===== src/rtl/hnet_chk_sink_pkg.sv =====
// hnet_chk_sink shared defs: hglobal macros, state codes, helpers.
// HNET_CHK_SYNC_EN (optional) adds 2-flop req synchronizers.
`ifndef HGLOBAL_V
`define HGLOBAL_V
`define ON 1'b1
`define OFF 1'b0
`define ADDRESS_SIZE 8
`define DATA_SIZE 16
`define BIT_TOGGLE(b) (~(b))
`endif

`ifndef HNET_CHK_IDLE
`define HNET_CHK_IDLE 2'd0
`define HNET_CHK_ACK 2'd1
`define HNET_CHK_WAIT_LOW 2'd2
`endif

package hnet_chk_sink_pkg;

  localparam logic [1:0] ST_IDLE = `HNET_CHK_IDLE;
  localparam logic [1:0] ST_ACK  = `HNET_CHK_ACK;
  localparam logic [1:0] ST_WAIT = `HNET_CHK_WAIT_LOW;

  function automatic int sel_w(input int n);
    return (n > 1) ? $clog2(n) : 1;
  endfunction

endpackage


===== src/rtl/hnet_chk_chan.sv =====
// One hnet_chk_sink channel: 4-phase FSM, checker, counter.
// HNET_CHK_SYNC_EN selects a 2-flop synchronizer on i_req.
module hnet_chk_chan
  import hnet_chk_sink_pkg::*;
#(
  parameter int CH      = 0,
  parameter int ADDR_SZ = `ADDRESS_SIZE,
  parameter int DATA_SZ = `DATA_SIZE,
  parameter int CNT_SZ  = 8
) (
  input  logic               i_clk,
  input  logic               i_rst,
  input  logic               i_req,
  input  logic [ADDR_SZ-1:0] i_addr,
  input  logic [DATA_SZ-1:0] i_dat,
  output logic               o_ack,
  output logic [DATA_SZ-1:0] o_dat,
  output logic [CNT_SZ-1:0]  o_cnt,
  output logic               o_err
);

  localparam logic [ADDR_SZ-1:0] MY_ADDR = ADDR_SZ'(CH);

  logic               req;
  logic [1:0]         state;
  logic [ADDR_SZ-1:0] lat_addr;
  logic [DATA_SZ-1:0] lat_dat;
  logic [DATA_SZ-1:0] exp_dat;
  logic               chk;

`ifdef HNET_CHK_SYNC_EN
  logic [1:0] sync;

  always_ff @(posedge i_clk) begin
    if (i_rst) sync <= 2'b00;
    else       sync <= {sync[0], i_req};
  end

  assign req = sync[1];
`else
  assign req = i_req;
`endif

  // check runs the cycle after the latch so o_err lags by one
  always_ff @(posedge i_clk) begin
    if (i_rst) begin
      state    <= ST_IDLE;
      o_ack    <= `OFF;
      lat_addr <= '0;
      lat_dat  <= '0;
      exp_dat  <= DATA_SZ'(1);
      o_cnt    <= '0;
      chk      <= 1'b0;
      o_err    <= 1'b0;
    end else begin
      chk <= 1'b0;
      if (chk) begin
        if ((lat_addr != MY_ADDR) || (lat_dat != exp_dat))
          o_err <= 1'b1;
        exp_dat <= lat_dat + 1'b1;
      end
      unique case (state)
        ST_IDLE: begin
          if (req) begin
            lat_addr <= i_addr;
            lat_dat  <= i_dat;
            chk      <= 1'b1;
            o_ack    <= `ON;
            state    <= ST_ACK;
            if (o_cnt != '1)
              o_cnt <= o_cnt + 1'b1;
          end
        end
        ST_ACK: begin
          if (!req) begin
            o_ack <= `OFF;
            state <= ST_WAIT;
          end
        end
        ST_WAIT: state <= ST_IDLE;
        default: state <= ST_IDLE;
      endcase
    end
  end

  assign o_dat = lat_dat;

endmodule


===== src/rtl/hnet_chk_sink.sv =====
// hnet_chk_sink: NUM_CH checked 4-phase sinks plus snapshot readback.
// HNET_CHK_SYNC_EN adds 2-cycle req synchronization per channel.
module hnet_chk_sink
  import hnet_chk_sink_pkg::*;
#(
  parameter int NUM_CH  = 4,
  parameter int ADDR_SZ = `ADDRESS_SIZE,
  parameter int DATA_SZ = `DATA_SIZE,
  parameter int CNT_SZ  = 8
) (
  input  logic                        i_clk,
  input  logic                        i_rst,
  input  logic [NUM_CH-1:0]           i_req,
  input  logic [NUM_CH*ADDR_SZ-1:0]   i_addr,
  input  logic [NUM_CH*DATA_SZ-1:0]   i_dat,
  output logic [NUM_CH-1:0]           o_ack,
  input  logic [sel_w(NUM_CH)-1:0]    i_sel,
  input  logic                        i_snap,
  output logic [DATA_SZ-1:0]          o_dat,
  output logic [CNT_SZ-1:0]           o_cnt,
  output logic [NUM_CH-1:0]           o_err,
  output logic                        o_err_any
);

  logic [DATA_SZ-1:0] ch_dat [NUM_CH];
  logic [CNT_SZ-1:0]  ch_cnt [NUM_CH];
  logic [DATA_SZ-1:0] sel_dat;
  logic [CNT_SZ-1:0]  sel_cnt;

  for (genvar k = 0; k < NUM_CH; k++) begin : g_ch
    hnet_chk_chan #(
      .CH      (k),
      .ADDR_SZ (ADDR_SZ),
      .DATA_SZ (DATA_SZ),
      .CNT_SZ  (CNT_SZ)
    ) u_chan (
      .i_clk  (i_clk),
      .i_rst  (i_rst),
      .i_req  (i_req[k]),
      .i_addr (i_addr[k*ADDR_SZ +: ADDR_SZ]),
      .i_dat  (i_dat[k*DATA_SZ +: DATA_SZ]),
      .o_ack  (o_ack[k]),
      .o_dat  (ch_dat[k]),
      .o_cnt  (ch_cnt[k]),
      .o_err  (o_err[k])
    );
  end

  // unmatched selects fall through to zero
  always_comb begin
    sel_dat = '0;
    sel_cnt = '0;
    for (int k = 0; k < NUM_CH; k++) begin
      if (int'(i_sel) == k) begin
        sel_dat = ch_dat[k];
        sel_cnt = ch_cnt[k];
      end
    end
  end

  always_ff @(posedge i_clk) begin
    if (i_rst) begin
      o_dat <= '0;
      o_cnt <= '0;
    end else if (i_snap) begin
      o_dat <= sel_dat;
      o_cnt <= sel_cnt;
    end
  end

  assign o_err_any = |o_err;

endmodule

===== config.mk =====
export PLATFORM = sky130hd
export DESIGN_NAME = hnet_chk_sink
export DESIGN_NICKNAME = d
export VERILOG_FILES = /design/src/rtl/hnet_chk_sink_pkg.sv /design/src/rtl/hnet_chk_chan.sv /design/src/rtl/hnet_chk_sink.sv
export SDC_FILE = /design/constraint.sdc
export NUM_CORES = 1
export LEC_CHECK = 0
export BUFFER_PORTS_ARGS = -buffer_cell sky130_fd_sc_hd__buf_2
export CORE_MARGIN = 2
export CORE_UTILIZATION = 40
export DETAILED_ROUTE_END_ITERATION = 12
export PLACE_DENSITY = 0.6
export SETUP_SLACK_MARGIN = 0.5
export SLEW_MARGIN = 20
export SYNTH_ARGS = -nofsm -noshare
export SYNTH_HDL_FRONTEND = slang
export SYNTH_HIERARCHICAL = 1
export SYNTH_SLANG_ARGS = --single-unit

===== constraint.sdc =====
create_clock -name i_clk -period 3.5 [get_ports i_clk]
set_input_delay 0.175 -clock i_clk [delete_from_list [all_inputs] [get_ports i_clk]]
set_output_delay 0.175 -clock i_clk [all_outputs]
set_load 0.01 [all_outputs]

==> metrics.txt <==
run status completed; Final Cycle Share 53.4%; vias per cell 5.22; share of cells above drive strength 1 17.4%; Post-synth EDFFs 0; Synth cell types 44; WL final between 30000 and 40000 um; startpoint types flip-flop; area grow syn2layout 23.8%; final critical-path required period 1870 ps; maximum vdd drop 0.399 mV; Post-CTS Setup Inserts 0; core area around 28000 um2; FP Rows 61; share of the yosys chip area belonging to registers 41.8%; number of global-route vias before repair 8929; Final Max Tran Viols 0; Post-Synth Simple-Gate Area between 20% and 30%; clock-pin slew on the worst setup and hold paths 60 ps; io pins 138; xor and xnor area share after synthesis 8.98%; Setup violations, final 0; routed via count around 9800; FMAX 535 MHz; Synth Area in Compound Gates 14.5%; CP endpoint kind output port; drt initial violations 736; clock latency on the worst-skew pair about 530 ps; post-CTS sizing 0; clock buffer depth 3; Final nets 1597; Worst slew margin between 20% and 30%; WL/cell 16.1 um; Buffers on Ports 137; largest net degree at the start of global routing ~100; Hold Fails Final Rpt 0; Tightest Hold Check Type in2reg; Hold WS approximately 160 ps; setup_tns 0 ps; Register Area approximately 4700 um2; Max Fanout on Critical Path 5; Most used DFF post-synth dfxtp_1; H-tree lvl count 1; multiplexer share of the synthesized area 4.95%; Initial Util 40.7%; asr flop ratio synth 0%; syn nets 1419; Die Span X 172 um; worst-margin pin slew 1110 ps; Post-Syn Area about 11000 um2; skew final 10.5 ps; RD Place Congestion 0.840; fill count 2683; Final HPWL DP 20400 um; Synth warnings 6; grt ovf 0; Inst Count DP 1733; Initial DRT Pass Iterations 7; Leak 5.09 nW; Tot GR Track Use 20.2%; CTS Buf Count 27; initial antenna violation count 0; Worst EP arrival between 1500 and 2000 ps; die area 29700 um2; Mapped Cells between 1000 and 1500; average size of a mapped cell 8.66 um2; CTS tree built; required time worst endpoint 3320 ps; first-pass GRT wire length 48000 um; critical path class reg2out; DRC Markers 0; Synth Register Bits 236; RSZ-0062 raised after global routing no; post-synthesis adder-cell area fraction less than 1%; CTS Sinks 236; Routed Antenna Nets 0; largest family of logic cells by synthesized area simple AND/OR/NAND/NOR gates; die height 172 um; multi-input logic area 6040 um2; clock root cell clkbuf_16; Cell Pwr Density 472 nW/um2; max_cap viols 0; Finished Layout Cells 1884
==> layer usage <==
layer  vias up  GRT usage [%]  share of wire, %
met3        38           2.59               4.0
li1       4952              -                 -
met5         -              0                 0
met2       227           32.8                46
met4         0           3.91               1.9
met1      4623           28.9                48
==> area by class of cell <==
class	instances	area share [%]
antenna	1	0.0179
clock buffer	37	5.31
clock inverter	13	1.13
inverter	22	0.590
multi-input combinational	948	43.1
sequential	236	33.8
tap	378	3.38
timing repair buffer	249	12.7
==> worst max-delay path, stage by stage (launching register included) <==
cell and delay [ps]:
dfxtp_1 420, or4_1 580, buf_2 160
==> Yosys cell counts (all sizes together), types with 25 or more instances <==
cell | n | area share [%]
nor4 | 29 | 2.2
nor3 | 25 | 1.1
or3b | 27 | 2.1
nand3 | 47 | 2.1
nand2 | 216 | 7.2
xor2 | 32 | 2.5
mux2i | 56 | 5.0
dfxtp | 236 | 42
o21ai | 26 | 1.2
nor2 | 92 | 3.1
buf | 41 | 2.3
a21oi | 118 | 5.2
xnor2 | 84 | 6.5
nand4 | 29 | 2.1
a211oi | 49 | 3.3
clkbuf | 59 | 2.0
==> cell families (layout without fill, tap and decap cells) <==
kind of cell | count (synthesis) | in the layout
flops | 236 | 236
xor+xnor | 116 | 116
buf+inv | 122 | 321
fa+ha+maj | 8 | 8
compound gates | 244 | 244
other cells | 0 | 1
simple gates | 524 | 524
mux | 56 | 56
==> report_power, final <==
group          internal (mW)  leakage, nW  switching [mW]
clock                   1.71        0.430            1.14
sequential              2.83         1.93           0.207
combinational          0.364         2.73           0.365
total                   4.90         5.09            1.71
==> registers in the layout, indices dropped and copies added (netlist names) <==
signal	count
g_ch.u_chan/chk	4
g_ch.u_chan/exp_dat	64
g_ch.u_chan/lat_addr	32
g_ch.u_chan/o_ack	4
g_ch.u_chan/o_cnt	32
g_ch.u_chan/o_dat	64
g_ch.u_chan/o_err	4
g_ch.u_chan/state	8
o_cnt	8
o_dat	16
==> path summary, 6_finish.rpt <==
path | start | end | slack, ps | cells past startpoint
worst min-delay path | i_rst | g_ch[0].u_chan/o_dat[10] | 160 | 2
worst max register to register | g_ch[1].u_chan/state[1] | g_ch[1].u_chan/o_cnt[6] | 1660 | 4
worst min register to register | g_ch[0].u_chan/lat_addr[3] | g_ch[0].u_chan/lat_addr[3] | 450 | 2
worst max-delay path | g_ch[0].u_chan/o_err | o_err_any | 1630 | 2
==> placed cells by master (no fill, tap or decap), types with 27 or more instances in the layout <==
master,Yosys,final
a211oi_1,49,49
a21oi_1,118,118
buf_2,33,136
clkbuf_16,0,27
dfxtp_1,236,234
dlygate4sd3_1,0,100
mux2i_1,56,56
nand2_1,216,216
nand3_1,47,47
nor2_1,92,92
xnor2_1,84,84
xor2_1,32,32
==> stage by stage <==
step	power, mW	cell area, um2	setup WS [ps]	utilization, %
floorplan	3.51	11300	2020	-
global placement	3.72	12100	1490	43.5
detailed placement	3.73	12100	1420	43.5
CTS	6.69	14000	1400	50.4
global route	6.90	14000	1490	50.4
finish	6.62	14000	1630	50.4
==> timing repair <==
item / in CTS / in global routing
endpoints found under the setup margin: 0 / 0
endpoints found under the hold margin: 108 / 0
hold buffers: 100 / 0
No activity file was read; power rests on OpenSTA's default activity.
